[config.mk]
export PLATFORM = sky130hd
export DESIGN_NAME = uart_alu_intf
export DESIGN_NICKNAME = d
export VERILOG_FILES = /design/src/rtl/uart_pkg.sv /design/src/rtl/intf_timer.sv /design/src/rtl/uart_alu_intf.sv
export SDC_FILE = /design/constraint.sdc
export NUM_CORES = 1
export LEC_CHECK = 0
export CAP_MARGIN = 20
export CORE_MARGIN = 2
export CORE_UTILIZATION = 26
export DETAILED_ROUTE_END_ITERATION = 12
export GPL_TIMING_DRIVEN = 0
export PLACE_DENSITY = 0.58
export SYNTH_ARGS = -nofsm -noshare
export SYNTH_HDL_FRONTEND = slang
export SYNTH_HIERARCHICAL = 1
export SYNTH_SLANG_ARGS = --single-unit
[constraint.sdc]
create_clock -name i_Clock -period 2.06 [get_ports i_Clock]
set_input_delay 0.618 -clock i_Clock [delete_from_list [all_inputs] [get_ports i_Clock]]
set_output_delay 0.618 -clock i_Clock [all_outputs]
set_load 0.03 [all_outputs]
[src/rtl/uart_pkg.sv]
// Shared UART definitions: default widths, interface FSM states, ALU opcodes.
package uart_pkg;

   localparam int unsigned DATA_BITS   = 8;
   localparam int unsigned OP_BITS_DEF = 6;

   typedef enum logic [2:0] {
      ST_IDLE    = 3'd0,
      ST_WAIT_B  = 3'd1,
      ST_WAIT_OP = 3'd2,
      ST_EXEC    = 3'd3,
      ST_SEND    = 3'd4,
      ST_WAIT_TX = 3'd5
   } intf_state_e;

   localparam logic [5:0] OP_SRL = 6'h02;
   localparam logic [5:0] OP_SRA = 6'h03;
   localparam logic [5:0] OP_ADD = 6'h20;
   localparam logic [5:0] OP_SUB = 6'h22;
   localparam logic [5:0] OP_AND = 6'h24;
   localparam logic [5:0] OP_OR  = 6'h25;
   localparam logic [5:0] OP_XOR = 6'h26;
   localparam logic [5:0] OP_NOR = 6'h27;

   // Counter width able to hold 0..cycles, never narrower than one bit.
   function automatic int unsigned cnt_width(input int unsigned cycles);
      int unsigned w;
      w = $clog2(longint'(cycles) + 1);
      return (w < 1) ? 1 : w;
   endfunction

endpackage

[src/rtl/intf_timer.sv]
// Inter-byte timeout counter: synchronous clear, count enable, terminal-count flag.
module intf_timer #(
   parameter int unsigned TIMEOUT_CYCLES = 50_000_000
) (
   input  logic i_clk,
   input  logic i_rst_n,
   input  logic i_clear,
   input  logic i_enable,
   output logic o_tc
);
   import uart_pkg::*;

   localparam int unsigned   CW     = cnt_width(TIMEOUT_CYCLES);
   localparam logic [CW-1:0] TC_VAL = (TIMEOUT_CYCLES == 0) ? '0 : CW'(TIMEOUT_CYCLES - 1);

   logic [CW-1:0] cnt_q, cnt_d;

   // Next count: clear wins over enable, otherwise hold.
   always_comb begin
      cnt_d = cnt_q;
      if (i_clear) begin
         cnt_d = '0;
      end else if (i_enable) begin
         cnt_d = cnt_q + CW'(1);
      end
   end

   // Counter register.
   always_ff @(posedge i_clk or negedge i_rst_n) begin
      if (!i_rst_n) begin
         cnt_q <= '0;
      end else begin
         cnt_q <= cnt_d;
      end
   end

   // A zero limit disables the timeout entirely.
   assign o_tc = (TIMEOUT_CYCLES != 0) && i_enable && (cnt_q == TC_VAL);

endmodule

[src/rtl/uart_alu_intf.sv]
// Frames three received bytes (A, B, opcode) into an ALU operation and sends
// the result byte back through the transmitter.
module uart_alu_intf #(
   parameter int unsigned Bits           = uart_pkg::DATA_BITS,
   parameter int unsigned OP_BITS        = uart_pkg::OP_BITS_DEF,
   parameter int unsigned TIMEOUT_CYCLES = 50_000_000
) (
   input  logic               i_Clock,
   input  logic               i_reset,
   input  logic               i_rx_done,
   input  logic [Bits-1:0]    i_rx_data,
   input  logic               i_tx_active,
   input  logic               i_tx_done,
   input  logic [Bits-1:0]    i_alu_result,
   output logic [Bits-1:0]    o_alu_a,
   output logic [Bits-1:0]    o_alu_b,
   output logic [OP_BITS-1:0] o_alu_op,
   output logic               o_tx_start,
   output logic [Bits-1:0]    o_tx_data,
   output logic               o_busy,
   output logic               o_timeout,
   output logic               o_overrun
);
   import uart_pkg::*;

   intf_state_e        state_q, state_d;
   logic [Bits-1:0]    alu_a_q, alu_a_d;
   logic [Bits-1:0]    alu_b_q, alu_b_d;
   logic [OP_BITS-1:0] alu_op_q, alu_op_d;
   logic [Bits-1:0]    tx_data_q, tx_data_d;
   logic               timeout_q, timeout_d;
   logic               overrun_q, overrun_d;
   logic               tx_start;
   logic               tmr_clear, tmr_en, tmr_tc;

   intf_timer #(
      .TIMEOUT_CYCLES(TIMEOUT_CYCLES)
   ) u_timer (
      .i_clk    (i_Clock),
      .i_rst_n  (i_reset),
      .i_clear  (tmr_clear),
      .i_enable (tmr_en),
      .o_tc     (tmr_tc)
   );

   // Next-state and datapath loads; a byte arriving on the terminal-count
   // cycle takes priority over the timeout.
   always_comb begin
      state_d   = state_q;
      alu_a_d   = alu_a_q;
      alu_b_d   = alu_b_q;
      alu_op_d  = alu_op_q;
      tx_data_d = tx_data_q;
      timeout_d = 1'b0;
      overrun_d = 1'b0;
      tx_start  = 1'b0;
      tmr_clear = 1'b0;
      tmr_en    = 1'b0;
      case (state_q)
         ST_IDLE: begin
            if (i_rx_done) begin
               alu_a_d   = i_rx_data;
               tmr_clear = 1'b1;
               state_d   = ST_WAIT_B;
            end
         end
         ST_WAIT_B: begin
            tmr_en = 1'b1;
            if (i_rx_done) begin
               alu_b_d   = i_rx_data;
               tmr_clear = 1'b1;
               state_d   = ST_WAIT_OP;
            end else if (tmr_tc) begin
               timeout_d = 1'b1;
               state_d   = ST_IDLE;
            end
         end
         ST_WAIT_OP: begin
            tmr_en = 1'b1;
            if (i_rx_done) begin
               alu_op_d  = i_rx_data[OP_BITS-1:0];
               tmr_clear = 1'b1;
               state_d   = ST_EXEC;
            end else if (tmr_tc) begin
               timeout_d = 1'b1;
               state_d   = ST_IDLE;
            end
         end
         ST_EXEC: begin
            overrun_d = i_rx_done;
            tx_data_d = i_alu_result;
            state_d   = ST_SEND;
         end
         ST_SEND: begin
            overrun_d = i_rx_done;
            if (!i_tx_active) begin
               tx_start = 1'b1;
               state_d  = ST_WAIT_TX;
            end
         end
         ST_WAIT_TX: begin
            overrun_d = i_rx_done;
            if (i_tx_done) begin
               state_d = ST_IDLE;
            end
         end
         default: state_d = ST_IDLE;
      endcase
   end

   // State and output registers.
   always_ff @(posedge i_Clock or negedge i_reset) begin
      if (!i_reset) begin
         state_q   <= ST_IDLE;
         alu_a_q   <= '0;
         alu_b_q   <= '0;
         alu_op_q  <= '0;
         tx_data_q <= '0;
         timeout_q <= 1'b0;
         overrun_q <= 1'b0;
      end else begin
         state_q   <= state_d;
         alu_a_q   <= alu_a_d;
         alu_b_q   <= alu_b_d;
         alu_op_q  <= alu_op_d;
         tx_data_q <= tx_data_d;
         timeout_q <= timeout_d;
         overrun_q <= overrun_d;
      end
   end

   // The start pulse is decoded from SEND so it appears two clocks after the
   // opcode edge; reset forces IDLE and therefore clears it at once.
   assign o_tx_start = tx_start;
   assign o_busy     = (state_q != ST_IDLE);
   assign o_alu_a    = alu_a_q;
   assign o_alu_b    = alu_b_q;
   assign o_alu_op   = alu_op_q;
   assign o_tx_data  = tx_data_q;
   assign o_timeout  = timeout_q;
   assign o_overrun  = overrun_q;

endmodule

==> flow_summary.toml <==
[setup_path]
r2r_slack_ps = -60
cp.required_ps = 2330
r2r_cells = 9
crit_fanout = 7
setup.worst_path.start_class = "flip-flop"
path_class = "flip-flop to flip-flop"
cp-end-kind = "flip-flop"
worstPathArrival_ps = 2390

[cts]
cts-htree-levels = 3
clock-sinks = 61
path_clk_slew_ps = 70
cts_tree = "yes"
cts_root_buffer = "clkbuf_8"
hold_buffers = 0
cts_inserted_buffers = 9
clk_latency_ps = 340
cts.path.max_buffers = 2

[pwr]
p_leak_nw = 1.72
pwr-share-seq_pct = 30.8
peakVddDrop_v = 0.000599
swShare_pct = 38.1
power.internal_w = 0.00349
powerDensity_nw_per_um2 = 1370
p_comb_share_pct = 49.9
p_switching_w = 0.00215
power_frac_clock_pct = 19.2

[yosys]
syn_avg_cell_area_um2 = 11.6
netlist_area_um2 = 2830
synth_edf_count = 0
async_flop_share_pct = 100
synth_ff_type = "dfrtp_1"
synth_seq_area_share_pct = 54.0
synth_seq_cells = 61
synth.distinct_cells = 42
yosys_warnings = 6
syn_nets = 266
syn-instance-count = 243

[timing]
max_slew.worst_pin.slew_ps = 777
hold_violations = 0
holdWs_ps = 344
worst_slack_ps = -59.4
fin_crit_sh_pct = 103
slew-limit-headroom_pct = 48.2
setup_viol = 6
fmax_ghz = 0.472
period_needed_ps = 2120
finClkSkew_ps = 6.50
slew_violations = 0
rsz0062_at_grt = "yes"

[finish]
nets = 359
final_common_cell = "dfrtp_1"
utilization_pct = 38.5
seqCellArea_um2 = 1530
multi_input_area_um2 = 1370
num_antenna_cells = 0
n_fill_cell = 1050
mostFrequentLayoutCells = "dfrtp_1 (61), clkdlybuf4s50_1 (47), mux2_2 (30)"
syn_to_final_growth_pct = 45.8
drive_gt1_share_pct = 34.0

[placed_design]
gp_congestion = 0.779
portBuffers = 54
dp_hpwl_mm = 4.26

[floorplanning]
pin_count = 55
die_height_um = 108
core_area_um2 = 10700
start_util_pct = 26.4
die_area_um2 = 11700
fp.dieW_um = 108
num_rows = 38

[grt]
grt_max_degree = 62
grt_usage_pct = 12.1
grt_pass1_vias = 2235
grt_pass1_wl_mm = 11.1
antenna_found_initial = 0
grt_overflow_total = 0

[detailed_routing]
wl_mm = 6.96
num_vias = 2310
avgRoutedWirePerCell_um = 14.5
drt_iter0_markers = 110
viasPerCell = 4.80
drtAntennaViolNets = 0
drc = 0
firstDrtPassIters = 4

[job]
drv_cap = 0

[hold_path]
hold_class = "input port to async pin"

[run_status]
violations = "negative setup slack"
status = "finished, violations left"
[final timing paths]
check,endpoint,start
max,u_timer/cnt_q[23]$_DFFE_PN0P_,state_q[0]$_DFFE_PN0P_
min,u_timer/cnt_q[15]$_DFFE_PN0P_,i_reset
max reg2reg,u_timer/cnt_q[23]$_DFFE_PN0P_,state_q[0]$_DFFE_PN0P_
min reg2reg,o_tx_data[3]$_DFFE_PN0N_,o_tx_data[3]$_DFFE_PN0N_
max in group asynchronous,o_alu_b[5]$_DFFE_PN0P_,i_reset
min in group i_Clock,o_tx_data[3]$_DFFE_PN0N_,o_tx_data[3]$_DFFE_PN0N_
[registers in the layout, indices dropped and copies added, names as in the netlist]
name and cells:
o_overrun 1, o_alu_a 8, u_timer/cnt_q 26, o_timeout 1
o_tx_data 8, o_alu_op 6, state_q 3, o_alu_b 8
[kinds of logic (layout without fill, tap and decap cells)]
group / Yosys count / count (layout) / synth area share, %
AOI/OAI and AO/OA: 35 / 35 / 7.40
adders and majority gates: 2 / 2 / 0.886
and+or+nand+nor: 90 / 90 / 19.2
muxes: 31 / 31 / 12.3
DFF: 61 / 61 / 54.0
xor gates and xnor gates: 13 / 13 / 4.03
buffers and inverters: 11 / 109 / 2.13
[repair_timing]
| item | CTS | global route |
|---|---|---|
| pin swaps | 14 | 13 |
| setup endpoints to repair | 21 | 19 |
| buffers inserted | 18 | 9 |
| cloned | 1 | 0 |
| resized for setup | 27 | 25 |
[worst max-delay path, stage by stage (launching register included)]
cell	delay [ps]
dfrtp_1	380
buf_6	140
buf_4	150
a21oi_4	130
buf_6	130
o211a_4	170
nand4_1	210
buf_4	220
or4_1	390
a21oi_1	130
[per-layer routing]
layer,global-route usage [%],vias to the layer above,share of wire [%]
li1,-,1078,-
met1,15.1,1169,45
met2,19.8,55,50
met3,2.77,8,3.6
met4,5.77,0,1.5
met5,0,-,0
[final cells by class]
class / count / area share [%]
flip-flops and latches: 61 / 37.1
inverters: 1 / 0.0911
plain buffers: 10 / 2.07
multi-input cells: 171 / 33.3
well taps: 140 / 4.25
clock buffers: 9 / 3.01
clock inverters: 7 / 1.82
repair buffers: 82 / 18.4
[cells in the mapped netlist (all sizes together) (2+ instances only)]
library cell,instances,area share [%]
or3,7,1.5
ha,2,0.89
a21oi,16,2.8
dfrtp,61,54
o21ai,7,1.2
or4,7,1.9
o31ai,6,1.6
and4,5,1.6
nor3,3,0.93
nand4,11,2.4
o211a,2,0.71
and3,5,1.2
buf,9,1.9
nor2,16,2.5
nand2b,7,2.1
nand2,14,1.9
nand3b,2,0.53
mux2,30,12
nand3,7,1.2
nor4,2,0.44
xor2,12,3.7
[power by group through the flow]
stage | Clock [W] | Combinational [W] | Sequential [W]
final | 0.00108 | 0.00282 | 0.00174
after global routing | 0.00117 | 0.00298 | 0.00178
after CTS | 0.00112 | 0.00269 | 0.00175
after detailed placement | 0 | 0.00245 | 0.00176
after global placement | 0 | 0.00243 | 0.00175
after floorplan | 0 | 0.000918 | 0.00236
[metrics by stage]
stage          TNS, ps  std cells  power (W)  instance area, um^2  setup slack (ps)
6_report          -207        481    0.00564                 4120             -59.4
4_1_cts          -15.1        472    0.00555                 3950             -15.1
5_1_grt          -1020        481    0.00594                 4120              -133
3_3_place_gp   -122360        437    0.00418                 3560             -1710
3_5_place_dp    -18720        437    0.00421                 3560              -960
2_1_floorplan    -16.6        243    0.00328                 2840             -16.6
Note: power is estimated with default switching activity, not from simulation.
